[src/rtl/seq_mul_div_pkg.sv]
// Shared encodings and helpers for the sequential multiply/divide unit.
package mul_div_pkg;

  localparam logic [1:0] OP_MULTU = 2'b00;
  localparam logic [1:0] OP_MULT  = 2'b01;
  localparam logic [1:0] OP_DIVU  = 2'b10;
  localparam logic [1:0] OP_DIV   = 2'b11;

  // State encoding kept as plain constants so legacy tools can trace it.
  typedef logic [1:0] state_t;
  localparam state_t ST_IDLE = 2'd0;
  localparam state_t ST_CALC = 2'd1;
  localparam state_t ST_FIX  = 2'd2;
  localparam state_t ST_DONE = 2'd3;

  function automatic int cnt_width(input int w);
    return $clog2(w);
  endfunction

endpackage

[src/rtl/seq_mul_div_if.sv]
// Request/result bundle between the pipeline and the multiply/divide unit.
interface seq_mul_div_if #(parameter int W = 32) ();

  logic         start;
  logic [1:0]   op;
  logic [W-1:0] S;
  logic [W-1:0] T;
  logic         busy;
  logic         ready;
  logic         done;
  logic [W-1:0] Y_hi;
  logic [W-1:0] Y_lo;
  logic         N;
  logic         Z;
  logic         V;

  modport master (
    output start, op, S, T,
    input  busy, ready, done, Y_hi, Y_lo, N, Z, V
  );

  modport slave (
    input  start, op, S, T,
    output busy, ready, done, Y_hi, Y_lo, N, Z, V
  );

endinterface

[src/rtl/seq_mul_div_cond_neg.sv]
// Combinational two's-complement negate, applied only when en is high.
module cond_neg #(parameter int N = 32) (
  input  logic [N-1:0] a,
  input  logic         en,
  output logic [N-1:0] y
);

  assign y = en ? (~a + N'(1)) : a;

endmodule

[src/rtl/seq_mul_div.sv]
// Iterative radix-2 multiply/divide: magnitudes are processed over W cycles,
// signs are reapplied in a single fix-up cycle before done.
module seq_mul_div #(parameter int W = 32) (
  input logic         clk,
  input logic         reset_n,
  seq_mul_div_if.slave bus
);

  import mul_div_pkg::*;

  localparam int CW = cnt_width(W);

  state_t         state;
  logic [CW-1:0]  cnt;
  logic [1:0]     op_r;
  logic [W-1:0]   b_mag;
  logic           res_neg;
  logic           div_neg;
  logic           ovf;
  logic [2*W-1:0] acc;

  logic [W-1:0]   y_hi, y_lo;
  logic           n_flag, z_flag, v_flag;

  logic           s_neg, t_neg;
  logic [W-1:0]   s_mag, t_mag;

  assign s_neg = bus.op[0] & bus.S[W-1];
  assign t_neg = bus.op[0] & bus.T[W-1];

  cond_neg #(.N(W)) u_neg_s (.a(bus.S), .en(s_neg), .y(s_mag));
  cond_neg #(.N(W)) u_neg_t (.a(bus.T), .en(t_neg), .y(t_mag));

  // Multiply step: conditional add into the upper half, then shift right.
  logic [W:0]     mul_sum;
  logic [2*W-1:0] mul_next;
  assign mul_sum  = {1'b0, acc[2*W-1:W]} + {1'b0, (acc[0] ? b_mag : '0)};
  assign mul_next = {mul_sum, acc[W-1:1]};

  // Divide step: shift in the next dividend bit and subtract if it fits.
  logic [W:0]     rem_sh, div_diff;
  logic [2*W-1:0] div_next;
  assign rem_sh   = acc[2*W-1:W-1];
  assign div_diff = rem_sh - {1'b0, b_mag};
  assign div_next = div_diff[W] ? {rem_sh[W-1:0], acc[W-2:0], 1'b0}
                                : {div_diff[W-1:0], acc[W-2:0], 1'b1};

  logic [2*W-1:0] prod_fix;
  logic [W-1:0]   quo_fix, rem_fix;

  cond_neg #(.N(2*W)) u_neg_p (.a(acc), .en(res_neg), .y(prod_fix));
  cond_neg #(.N(W))   u_neg_q (.a(acc[W-1:0]), .en(res_neg), .y(quo_fix));
  cond_neg #(.N(W))   u_neg_r (.a(acc[2*W-1:W]), .en(div_neg), .y(rem_fix));

  always_ff @(posedge clk) begin
    if (!reset_n) begin
      state   <= ST_IDLE;
      cnt     <= '0;
      op_r    <= '0;
      b_mag   <= '0;
      res_neg <= 1'b0;
      div_neg <= 1'b0;
      ovf     <= 1'b0;
      acc     <= '0;
      y_hi    <= '0;
      y_lo    <= '0;
      n_flag  <= 1'b0;
      z_flag  <= 1'b0;
      v_flag  <= 1'b0;
    end else begin
      case (state)
        ST_IDLE, ST_DONE: begin
          if (bus.start) begin
            op_r    <= bus.op;
            b_mag   <= t_mag;
            res_neg <= s_neg ^ t_neg;
            div_neg <= s_neg;
            ovf     <= (bus.op == OP_DIV) && (bus.S == {1'b1, {(W-1){1'b0}}})
                       && (bus.T == '1);
            cnt     <= '0;
            acc     <= {{W{1'b0}}, s_mag};
            if (bus.op[1] && (bus.T == '0)) begin
              y_hi   <= bus.S;
              y_lo   <= '1;
              n_flag <= 1'b1;
              z_flag <= 1'b0;
              v_flag <= 1'b1;
              state  <= ST_DONE;
            end else begin
              state  <= ST_CALC;
            end
          end else begin
            state <= ST_IDLE;
          end
        end
        ST_CALC: begin
          acc <= op_r[1] ? div_next : mul_next;
          cnt <= cnt + CW'(1);
          if (cnt == CW'(W-1)) state <= ST_FIX;
        end
        ST_FIX: begin
          if (op_r[1]) begin
            y_hi   <= rem_fix;
            y_lo   <= quo_fix;
            n_flag <= quo_fix[W-1];
            z_flag <= (quo_fix == '0);
            v_flag <= ovf;
          end else begin
            y_hi   <= prod_fix[2*W-1:W];
            y_lo   <= prod_fix[W-1:0];
            n_flag <= prod_fix[2*W-1];
            z_flag <= (prod_fix == '0);
            v_flag <= 1'b0;
          end
          state <= ST_DONE;
        end
        default: state <= ST_IDLE;
      endcase
    end
  end

  assign bus.busy  = (state == ST_CALC) || (state == ST_FIX);
  assign bus.ready = (state == ST_IDLE) || (state == ST_DONE);
  assign bus.done  = (state == ST_DONE);
  assign bus.Y_hi  = y_hi;
  assign bus.Y_lo  = y_lo;
  assign bus.N     = n_flag;
  assign bus.Z     = z_flag;
  assign bus.V     = v_flag;

endmodule

[src/flat_wrapper.sv]
// flat-port wrapper written by rule: the top's interface ports become plain ports
module seq_mul_div_flat import mul_div_pkg::*;
#(parameter int W = 32)
  (clk, reset_n, bus_start, bus_op, bus_S, bus_T, bus_busy, bus_ready, bus_done, bus_Y_hi, bus_Y_lo, bus_N, bus_Z, bus_V);
  seq_mul_div_if #(.W(W)) bus_i ();
  input logic clk;
  input logic reset_n;
  input wire logic [$bits(bus_i.start)-1:0] bus_start;
  input wire logic [$bits(bus_i.op)-1:0] bus_op;
  input wire logic [$bits(bus_i.S)-1:0] bus_S;
  input wire logic [$bits(bus_i.T)-1:0] bus_T;
  output wire logic [$bits(bus_i.busy)-1:0] bus_busy;
  output wire logic [$bits(bus_i.ready)-1:0] bus_ready;
  output wire logic [$bits(bus_i.done)-1:0] bus_done;
  output wire logic [$bits(bus_i.Y_hi)-1:0] bus_Y_hi;
  output wire logic [$bits(bus_i.Y_lo)-1:0] bus_Y_lo;
  output wire logic [$bits(bus_i.N)-1:0] bus_N;
  output wire logic [$bits(bus_i.Z)-1:0] bus_Z;
  output wire logic [$bits(bus_i.V)-1:0] bus_V;
  assign bus_i.start = bus_start;
  assign bus_i.op = bus_op;
  assign bus_i.S = bus_S;
  assign bus_i.T = bus_T;
  assign bus_busy = bus_i.busy;
  assign bus_ready = bus_i.ready;
  assign bus_done = bus_i.done;
  assign bus_Y_hi = bus_i.Y_hi;
  assign bus_Y_lo = bus_i.Y_lo;
  assign bus_N = bus_i.N;
  assign bus_Z = bus_i.Z;
  assign bus_V = bus_i.V;
  seq_mul_div #(.W(W)) u_core (.clk(clk), .reset_n(reset_n), .bus(bus_i));
endmodule
[config.mk]
export PLATFORM = sky130hd
export DESIGN_NAME = seq_mul_div_flat
export DESIGN_NICKNAME = d
export VERILOG_FILES = /design/src/rtl/seq_mul_div_pkg.sv /design/src/rtl/seq_mul_div_if.sv /design/src/rtl/seq_mul_div_cond_neg.sv /design/src/rtl/seq_mul_div.sv /design/src/flat_wrapper.sv
export SDC_FILE = /design/constraint.sdc
export NUM_CORES = 1
export LEC_CHECK = 0
export ABC_AREA = 1
export BUFFER_PORTS_ARGS = -buffer_cell sky130_fd_sc_hd__buf_4
export CORE_MARGIN = 3
export CORE_UTILIZATION = 45
export DETAILED_ROUTE_END_ITERATION = 12
export PLACE_DENSITY = 0.72
export RECOVER_POWER = 25
export REMOVE_ABC_BUFFERS = 1
export SLEW_MARGIN = 25
export SYNTH_ARGS = -nofsm -noshare
export SYNTH_HDL_FRONTEND = slang
export SYNTH_SLANG_ARGS = --single-unit
[constraint.sdc]
create_clock -name clk -period 7.7 [get_ports clk]
set_input_delay 1.54 -clock clk [delete_from_list [all_inputs] [get_ports clk]]
set_output_delay 1.54 -clock clk [all_outputs]
set_load 0.01 [all_outputs]
==> results.md, run 1 <==
* Maximum clock skew at final layout at 15.7 ps
* Setup Fix Bufs, Post-CTS at 0
* Combinational fraction of design power at 0.617
* Core Rows at 69
* Flip-flop and latch count after synthesis at 174
* CTS sink cnt at 174
* Per-cell routed wire length at 20.4 um
* Final clock period utilization by the worst path at 0.560
* Count of nets left with antenna violations after detail routing at 0
* Netlist area before placement at 16600 um2
* Pwr Density at 338 nW/um2
* Grt total ovfl at 0
* Clock share of power at 0.141
* Number of search-and-repair iterations in the first detailed-routing pass at 7
* Final instance area at 18100 um2
* Register-to-Register Setup Slack at 3540 ps
* Worst setup path endpoint: u_core.acc[26]$_SDFFE_PN0P_
* Mean number of vias per cell at 5.88
* Via count at 19600
* Max_slew headroom at 0.298
* Number of antenna cells inserted at 0
* Number of gates resized after cts at 0
* Setup Crit Path Kind: input port to flip-flop
* Sum of routed wire length over all layers at 67.7 mm
* Worst VDD drop at 0.194 mV
* Pin slew with the least headroom to its limit at 1050 ps
* Die H at 198 um
* Die width at 198 um
* Total of hold buffers inserted after clock tree synthesis at 0
* Cell count of the worst hold path at 2
* Maximum Capacitance Violations at 0
* Met1 Routed Length at 26.1 mm
* Cell variety after synth at 52
* Area of the die at 39100 um2
* Post-route DRC violation count at 0
* Aggregate negative setup slack at 0 ps
* Leading register cell type out of synthesis: sky130_fd_sc_hd__dfxtp_1
* Final setup violation count at 0
* Clk pin slew, worst setup/hold paths at 70 ps
* Internal power at 2.68 mW
* Worst hold path type: flip-flop to flip-flop
* Initial antenna violation count at 0
* Count of yosys warnings during synthesis at 0
* Synthesized netlist cell count at 2806
* GRT Total Usage at 0.339
* Leak at 8.36 nW
* Post-DP HPWL at 52.5 mm
* Sequential cell area fraction in the yosys report at 0.210
* I/O pins at 139
* Register share of total power at 0.242
* Share of final-layout standard cells stronger than drive strength 1 at 0.0608
* Initial core utilization at 0.461
* R2R cell count at 18
* Endpoint of the most critical register-to-register path: u_core.acc[61]$_SDFFE_PN0P_
* Final count of pins violating max slew at 0
* Fmax at 232 MHz
* Iteration-0 DRC Markers at 1648
* EDFF count, synth at 0
* Sw power at 3.43 mW
* Global placement routability congestion at 1.01
* Worst reg2reg path startpoint: u_core.acc[31]$_SDFFE_PN0P_
* Number of CTS-inserted buffers at 17
* Data arrival at the endpoint of the critical path at 4610 ps
* Critical Path Sink Type: flip-flop
* Area post-placement at 17800 um2
* Number of global-route vias before repair at 18500
* Hold Startpoint: u_core.bus.Y_lo[8]$_SDFFE_PN0P_
* CP Data Required Time at 8010 ps
* TritonCTS clock tree: done
* Count of H-tree levels built during CTS at 4
* Worst-case clock buffer depth at 2
* Global-route wire length before repair at 103 mm
* Peak fanout along the critical path at 64
* Port bufs at 138
* Synthesis-to-finish area growth at 9.21%
* Sw frac at 0.561
* Root Buffer Master: sky130_fd_sc_hd__clkbuf_16
* Fin crit period at 4310 ps
* Detail Route met2 WL at 32.3 mm
* Setup repair after global routing missed its margin: no
* Number of fill cells at 3858
* Critical path startpoint: bus_start
* Hold Violations, Final at 0
* Outcome: finished clean
* Worst setup SP type: input port
* Fraction of registers with async set/reset at 0
* Count of nets after finishing at 2996
* Largest net degree at the start of global routing at 87
* Insertion delay of the later-clocked pin in the worst-skew pair at 470 ps
* Avg Synthesized Cell Area at 5.90 um2
* Area of the core at 35900 um2
* Length of routed met3 wiring at 4.86 mm
* Highest routed layer: met4
-- cell usage after synthesis, types with 2 or more instances --
| cell type | number | area [um2] |
|---|---|---|
| sky130_fd_sc_hd__a211oi_1 | 2 | 15.0 |
| sky130_fd_sc_hd__a21boi_0 | 6 | 45.0 |
| sky130_fd_sc_hd__a21o_1 | 8 | 60.1 |
| sky130_fd_sc_hd__a21oi_1 | 266 | 1330 |
| sky130_fd_sc_hd__a21oi_2 | 5 | 43.8 |
| sky130_fd_sc_hd__a22oi_1 | 8 | 60.1 |
| sky130_fd_sc_hd__a31oi_1 | 59 | 369 |
| sky130_fd_sc_hd__and2_1 | 3 | 18.8 |
| sky130_fd_sc_hd__buf_1 | 10 | 37.5 |
| sky130_fd_sc_hd__buf_2 | 19 | 95.1 |
| sky130_fd_sc_hd__buf_4 | 3 | 22.5 |
| sky130_fd_sc_hd__buf_6 | 3 | 33.8 |
| sky130_fd_sc_hd__clkbuf_1 | 94 | 353 |
| sky130_fd_sc_hd__clkinv_1 | 2 | 7.51 |
| sky130_fd_sc_hd__dfxtp_1 | 174 | 3480 |
| sky130_fd_sc_hd__fa_1 | 2 | 40.0 |
| sky130_fd_sc_hd__ha_1 | 75 | 938 |
| sky130_fd_sc_hd__inv_1 | 323 | 1210 |
| sky130_fd_sc_hd__inv_2 | 3 | 11.3 |
| sky130_fd_sc_hd__nand2_1 | 636 | 2390 |
| sky130_fd_sc_hd__nand2_2 | 4 | 25.0 |
| sky130_fd_sc_hd__nand3_1 | 205 | 1030 |
| sky130_fd_sc_hd__nand3b_1 | 18 | 135 |
| sky130_fd_sc_hd__nand4_1 | 35 | 219 |
| sky130_fd_sc_hd__nor2_1 | 293 | 1100 |
| sky130_fd_sc_hd__nor2_2 | 4 | 25.0 |
| sky130_fd_sc_hd__nor3_1 | 32 | 160 |
| sky130_fd_sc_hd__nor3_2 | 6 | 60.1 |
| sky130_fd_sc_hd__nor4_1 | 15 | 93.8 |
| sky130_fd_sc_hd__o211ai_1 | 61 | 458 |
| sky130_fd_sc_hd__o21a_1 | 4 | 30.0 |
| sky130_fd_sc_hd__o21ai_0 | 276 | 1380 |
| sky130_fd_sc_hd__o21ai_1 | 5 | 25.0 |
| sky130_fd_sc_hd__o21ai_2 | 6 | 52.6 |
| sky130_fd_sc_hd__o21bai_1 | 8 | 60.1 |
| sky130_fd_sc_hd__o221ai_1 | 4 | 35.0 |
| sky130_fd_sc_hd__o31ai_1 | 2 | 15.0 |
| sky130_fd_sc_hd__or2_2 | 11 | 68.8 |
| sky130_fd_sc_hd__xnor2_1 | 16 | 140 |
| sky130_fd_sc_hd__xor2_1 | 88 | 771 |
-- flip-flops by register name, summed over array words and instances (netlist names) --
register and flops:
u_core.cnt 5, u_core.bus.Z 1, u_core.div_neg 1, u_core.bus.Y_lo 32
u_core.op_r 1, u_core.bus.V 1, u_core.bus.N 1, u_core.state 2
u_core.bus.Y_hi 32, u_core.b_mag 32, u_core.acc 64, u_core.res_neg 1
u_core.ovf 1
-- cell usage in the layout, fill, tap and decap left out, drive strengths merged, types with 36 or more instances in the layout --
cell / n
a21oi: 271
a31oi: 59
buf: 95
clkbuf: 79
dfxtp: 174
ha: 75
inv: 330
nand2: 640
nand3: 206
nand4: 36
nor2: 298
nor3: 38
o211ai: 61
o21ai: 287
xor2: 88
-- power by group through the flow --
stage	clock network [mW]	logic (mW)	registers, mW
2_1_floorplan	0	2.43	1.46
3_3_place_gp	0	3.71	1.47
3_5_place_dp	0	3.76	1.48
4_1_cts	0.868	3.77	1.46
5_1_grt	0.896	4.18	1.50
6_report	0.858	3.77	1.48
-- kinds of logic (layout without fill, tap and decap cells) --
| family | Yosys count | count (layout) | synth area share |
|---|---|---|---|
| and+or+nand+nor | 1267 | 1267 | 0.324 |
| buffers and inverters | 458 | 514 | 0.108 |
| DFF | 174 | 174 | 0.210 |
| AOI/OAI and AO/OA | 726 | 726 | 0.243 |
| xor gates and xnor gates | 104 | 104 | 0.0550 |
| adders and majority gates | 77 | 77 | 0.0591 |
-- stage by stage --
step | power, mW | setup slack (ps) | hold slack (ps) | cells | util
after floorplan | 3.89 | 2030 | 446 | 2676 | -
after global placement | 5.19 | 3120 | 453 | 3292 | 0.495
after detailed placement | 5.24 | 3000 | 459 | 3292 | 0.495
after CTS | 6.10 | 3490 | 470 | 3323 | 0.510
after global routing | 6.58 | 3080 | 487 | 3323 | 0.504
final | 6.11 | 3390 | 465 | 3323 | 0.504
-- final cells by class --
| type | count | area, um2 | share of cell area |
|---|---|---|---|
| Tap cell | 461 | 577 | 0.0319 |
| Sequential cell | 174 | 3490 | 0.193 |
| Clock inverter | 12 | 104 | 0.00574 |
| Clock buffer | 19 | 443 | 0.0245 |
| Multi-Input combinational cell | 2174 | 11300 | 0.625 |
| Inverter | 328 | 1230 | 0.0681 |
| Timing Repair Buffer | 155 | 938 | 0.0519 |
-- worst max-delay path: stages --
cell and delay [ps]:
sky130_fd_sc_hd__buf_4 120, sky130_fd_sc_hd__nand2_1 750, sky130_fd_sc_hd__inv_1 90, sky130_fd_sc_hd__buf_4 310, sky130_fd_sc_hd__a21oi_2 410, sky130_fd_sc_hd__clkinv_2 740
sky130_fd_sc_hd__o21ai_0 460, sky130_fd_sc_hd__a31oi_1 90
-- routing by layer --
metal  GRT usage  vias to the layer above
met5           0                        -
met4       0.195                        0
met3      0.0449                      216
met2       0.583                      910
met1       0.407                     8947
li1            -                     9482
-- worst min path at each step --
stage | end | slack [ps]
floorplan | u_core.ovf$_SDFFE_PN0P_ | 450
global placement | u_core.bus.Y_lo[3]$_SDFFE_PN0P_ | 450
detailed placement | u_core.bus.Y_lo[8]$_SDFFE_PN0P_ | 460
CTS | u_core.bus.Y_lo[8]$_SDFFE_PN0P_ | 470
global route | u_core.bus.Y_lo[11]$_SDFFE_PN0P_ | 490
finish | u_core.bus.Y_lo[8]$_SDFFE_PN0P_ | 470
(Power assumes the default switching activity.)
==> inputs of run 2 (changes only) <==
ABC_AREA = 0   (was 1)
clock period = 4.3 ns   (was 7.7 ns; I/O delays follow)
==> run 2 against run 1 <==
Compared with the run above: cell area fell by 5.5%; utilization rose by 1.8 points; clock skew rose by 4.2 ps; clock-buffer cell count fell by 1; synthesized cell count down 27%; critical path depth rose by 7; area after synthesis decreased by 9.0%; largest cell class unchanged; highest routed layer unchanged.
==> results.md, run 2 <==
* Outcome: finished clean (unchanged)
* Register share of total power at 0.286 (was 0.242)
* Sequential cell area fraction in the yosys report at 0.231 (was 0.210)
* Count of yosys warnings during synthesis at 0 (unchanged)
* Setup slack at placement at 359 ps (was 3000 ps)
* Setup repair after global routing missed its margin: no (unchanged)
* TritonCTS clock tree: done (unchanged)
* Proportion of netlist area held by the largest area contributor at 0.231 (was 0.210)
* Fin crit period at 3960 ps
* Total of hold buffers inserted after clock tree synthesis at 0 (unchanged)
* Pwr Density at 500 nW/um2 (was 338 nW/um2)
* Hold Violations, Final at 0 (unchanged)
* Final count of pins violating max slew at 0 (unchanged)
* Share of final-layout standard cells stronger than drive strength 1 at 0.0983 (was 0.0608)
* Register containing the most flip-flops in the final layout: u_core.acc (unchanged)
* CP Data Required Time at 4680 ps (was 8010 ps)
* Grt total ovfl at 0 (unchanged)
* Global-route wire length before repair at 81.0 mm (was 103 mm)
* Most frequently used cell type in the post-synthesis netlist: sky130_fd_sc_hd__nand2_1 (unchanged)
* Internal power at 4.54 mW (was 2.68 mW)
* Synth area leaders: sky130_fd_sc_hd__dfxtp_1 (23%), sky130_fd_sc_hd__ha_1 (6.2%), sky130_fd_sc_hd__nand2_1 (5.9%) (was sky130_fd_sc_hd__dfxtp_1 (21%), sky130_fd_sc_hd__nand2_1 (14%), sky130_fd_sc_hd__o21ai_0 (8.3%))
* Cells traversed along the worst timing path: buf_4, nand2_1, inv_1, ha_1, a211oi_1, nor2_1, a2111o_1, o21ai_0, o32ai_1, buf_4, a31oi_1, o21ai_0, nor4bb_1, or4_1, nor2_1 (was buf_4, nand2_1, inv_1, buf_4, a21oi_2, clkinv_2, o21ai_0, a31oi_1)
* Leak at 7.40 nW (was 8.36 nW)
* Port bufs at 138 (unchanged)
* Insertion delay of the later-clocked pin in the worst-skew pair at 460 ps (was 470 ps)
* Data arrival at the endpoint of the critical path at 4340 ps (was 4610 ps)
* Sw power at 3.99 mW (was 3.43 mW)
* Maximum single-stage delay on the critical path at 510 ps (was 750 ps)
* Final worst setup slack at 341 ps (was 3390 ps)
* Via count at 15900 (was 19600)
* Number of search-and-repair iterations in the first detailed-routing pass at 6 (was 7)
* Worst VDD drop at 0.307 mV (was 0.194 mV)
* I/O pins at 139 (unchanged)
* Setup Crit Path Kind: flip-flop to flip-flop (was input port to flip-flop)
* Worst-case clock buffer depth at 2 (unchanged)
* Number of antenna cells inserted at 0 (unchanged)
* Clk pin slew, worst setup/hold paths at 80 ps (was 70 ps)
* Count of nets left with antenna violations after detail routing at 0 (unchanged)
* Iteration-0 DRC Markers at 1177 (was 1648)
* Final setup violation count at 0 (unchanged)
* Mean number of vias per cell at 6.18 (was 5.88)
* Most used cells in the layout excluding fill and tap cells: sky130_fd_sc_hd__nand2_1 (236), sky130_fd_sc_hd__dfxtp_1 (172), sky130_fd_sc_hd__nor2_1 (161) (was sky130_fd_sc_hd__nand2_1 (636), sky130_fd_sc_hd__inv_1 (321), sky130_fd_sc_hd__nor2_1 (292))
* Pin slew with the least headroom to its limit at 1010 ps (was 1050 ps)
* Synthesized netlist cell count at 2047 (was 2806)
* Per-cell routed wire length at 20.2 um (was 20.4 um)
* Post-Route Hold Slack at 480 ps (was 465 ps)
* Final clock period utilization by the worst path at 0.921
* Number of CTS-inserted buffers at 17 (unchanged)
* Post-route DRC violation count at 0 (unchanged)
* Count of H-tree levels built during CTS at 4 (unchanged)
* Clock share of power at 0.193 (was 0.141)
* Maximum Capacitance Violations at 0 (unchanged)
* Root Buffer Master: sky130_fd_sc_hd__clkbuf_16 (unchanged)
* Critical Path Sink Type: flip-flop (unchanged)
* Initial antenna violation count at 0 (unchanged)
* Global placement routability congestion at 1.00 (was 1.01)
* EDFF count, synth at 0 (unchanged)
* Core Rows at 66 (was 69)
* Peak fanout along the critical path at 6 (was 64)
* Number of flip-flops under the largest register name at 64 (unchanged)
* Maximum clock skew at final layout at 19.9 ps (was 15.7 ps)
* Setup Fix Bufs, Post-CTS at 0 (unchanged)
* Initial core utilization at 0.460 (was 0.461)
* CTS sink cnt at 174 (unchanged)
* Worst-path cell with the longest stage delay: sky130_fd_sc_hd__or4_1 (was sky130_fd_sc_hd__nand2_1)
* Ranking of synthesized cells by instance count: sky130_fd_sc_hd__nand2_1 (237), sky130_fd_sc_hd__dfxtp_1 (174), sky130_fd_sc_hd__nor2_1 (161) (was sky130_fd_sc_hd__nand2_1 (636), sky130_fd_sc_hd__inv_1 (323), sky130_fd_sc_hd__nor2_1 (293))
* Die width at 189 um (was 198 um)
* Worst setup SP type: flip-flop (was input port)
* GRT Total Usage at 0.282 (was 0.339)
* Number of global-route vias before repair at 14900 (was 18500)
* Leading cell type in the layout, fill and taps excluded: sky130_fd_sc_hd__nand2_1 (unchanged)
* Cell variety after synth at 75 (was 52)
* Post-DP HPWL at 39.7 mm (was 52.5 mm)
* Fmax at 253 MHz
* Area of the core at 32800 um2 (was 35900 um2)
* Avg Synthesized Cell Area at 7.37 um2 (was 5.90 um2)
* Sum of routed wire length over all layers at 52.0 mm (was 67.7 mm)
* Flip-flop and latch count after synthesis at 174 (unchanged)
* Die H at 189 um (was 198 um)
* Leading register cell type out of synthesis: sky130_fd_sc_hd__dfxtp_1 (unchanged)
* Count of nets after finishing at 2269 (was 2996)
* Largest area contributor in the synthesized netlist: sky130_fd_sc_hd__dfxtp_1 (unchanged)
* Combinational fraction of design power at 0.521 (was 0.617)
* Sw frac at 0.468 (was 0.561)
* Overall power at 8.54 mW (was 6.11 mW)
* Largest net degree at the start of global routing at 101 (was 87)
* Worst hold path type: flip-flop to flip-flop (unchanged)
* Fraction of registers with async set/reset at 0 (unchanged)
* Final core utilization at 0.521 (was 0.504)
* Area of the die at 35700 um2 (was 39100 um2)
* Synthesis-to-finish area growth at 13.3% (was 9.21%)
* Max_slew headroom at 0.324 (was 0.298)
* Netlist area before placement at 15100 um2 (was 16600 um2)
[run 2: final timing paths]
kind / startpoint / to / slack, ps / cells after the start
setup / recovery: u_core.acc[0]$_SDFFE_PN0P_ / u_core.acc[62]$_SDFFE_PN0P_ / 340 / 15
setup reg to reg: u_core.acc[0]$_SDFFE_PN0P_ / u_core.acc[62]$_SDFFE_PN0P_ / 340 / 15
hold reg to reg: u_core.cnt[4]$_SDFFE_PN0P_ / u_core.cnt[4]$_SDFFE_PN0P_ / 480 / 2
hold / removal: u_core.cnt[4]$_SDFFE_PN0P_ / u_core.cnt[4]$_SDFFE_PN0P_ / 480 / 2
[run 2: timing repair]
action                                  in CTS  in global routing
hold endpoints to repair                     0                  0
gates resized for setup                      0                  1
endpoints found under the setup margin       0                  3
[run 2: kinds of logic (layout without fill, tap and decap cells)]
kind of cell / after synthesis / in the layout / synth area share
xor+xnor: 170 / 170 / 0.0987
flops: 174 / 174 / 0.231
mux: 51 / 51 / 0.0341
simple gates: 712 / 712 / 0.227
buf+inv: 225 / 314 / 0.0575
fa+ha+maj: 77 / 77 / 0.0649
compound gates: 638 / 638 / 0.287
[run 2: metal layers]
layer	share of wire	routed length [um]	vias to the layer above	GRT usage
met1	0.43	22200	7510	0.365
li1	-	-	7566	-
met5	0	0	-	0
met3	0.075	3900	132	0.0441
met2	0.45	23600	729	0.462
met4	0.044	2310	0	0.128
[run 2: final cells by class]
type / instances / area, um2
Multi-Input combinational cell: 1648 / 10800
Fill cell: 3303 / 15700
Clock buffer: 18 / 429
Sequential cell: 174 / 3490
Tap cell: 442 / 553
Timing Repair Buffer: 211 / 1400
Clock inverter: 14 / 179
Inverter: 71 / 267
[run 2: through the flow]
| stage | instances | area, um2 | setup TNS (ps) |
|---|---|---|---|
| after global placement | 2546 | 16700 | 0 |
| after global routing | 2578 | 17100 | 0 |
| final | 2578 | 17100 | 0 |
| after CTS | 2578 | 17300 | 0 |
| after detailed placement | 2546 | 16700 | 0 |
| after floorplan | 1893 | 14500 | -5760 |
[run 2: critical path, delay by kind of cell (launching register included)]
family | cells | cell delay, ps
AOI/OAI and AO/OA | 6 | 1740
buffers and inverters | 3 | 430
adders and majority gates | 1 | 240
DFF | 1 | 420
and+or+nand+nor | 5 | 1040
[run 2: power groups by stage]
stage | clock (mW) | sequential, mW | combinational [mW]
global route | 1.73 | 2.49 | 4.89
detailed placement | 0 | 2.46 | 4.46
floorplan | 0 | 2.44 | 2.85
global placement | 0 | 2.44 | 4.41
CTS | 1.67 | 2.42 | 4.48
finish | 1.65 | 2.44 | 4.45
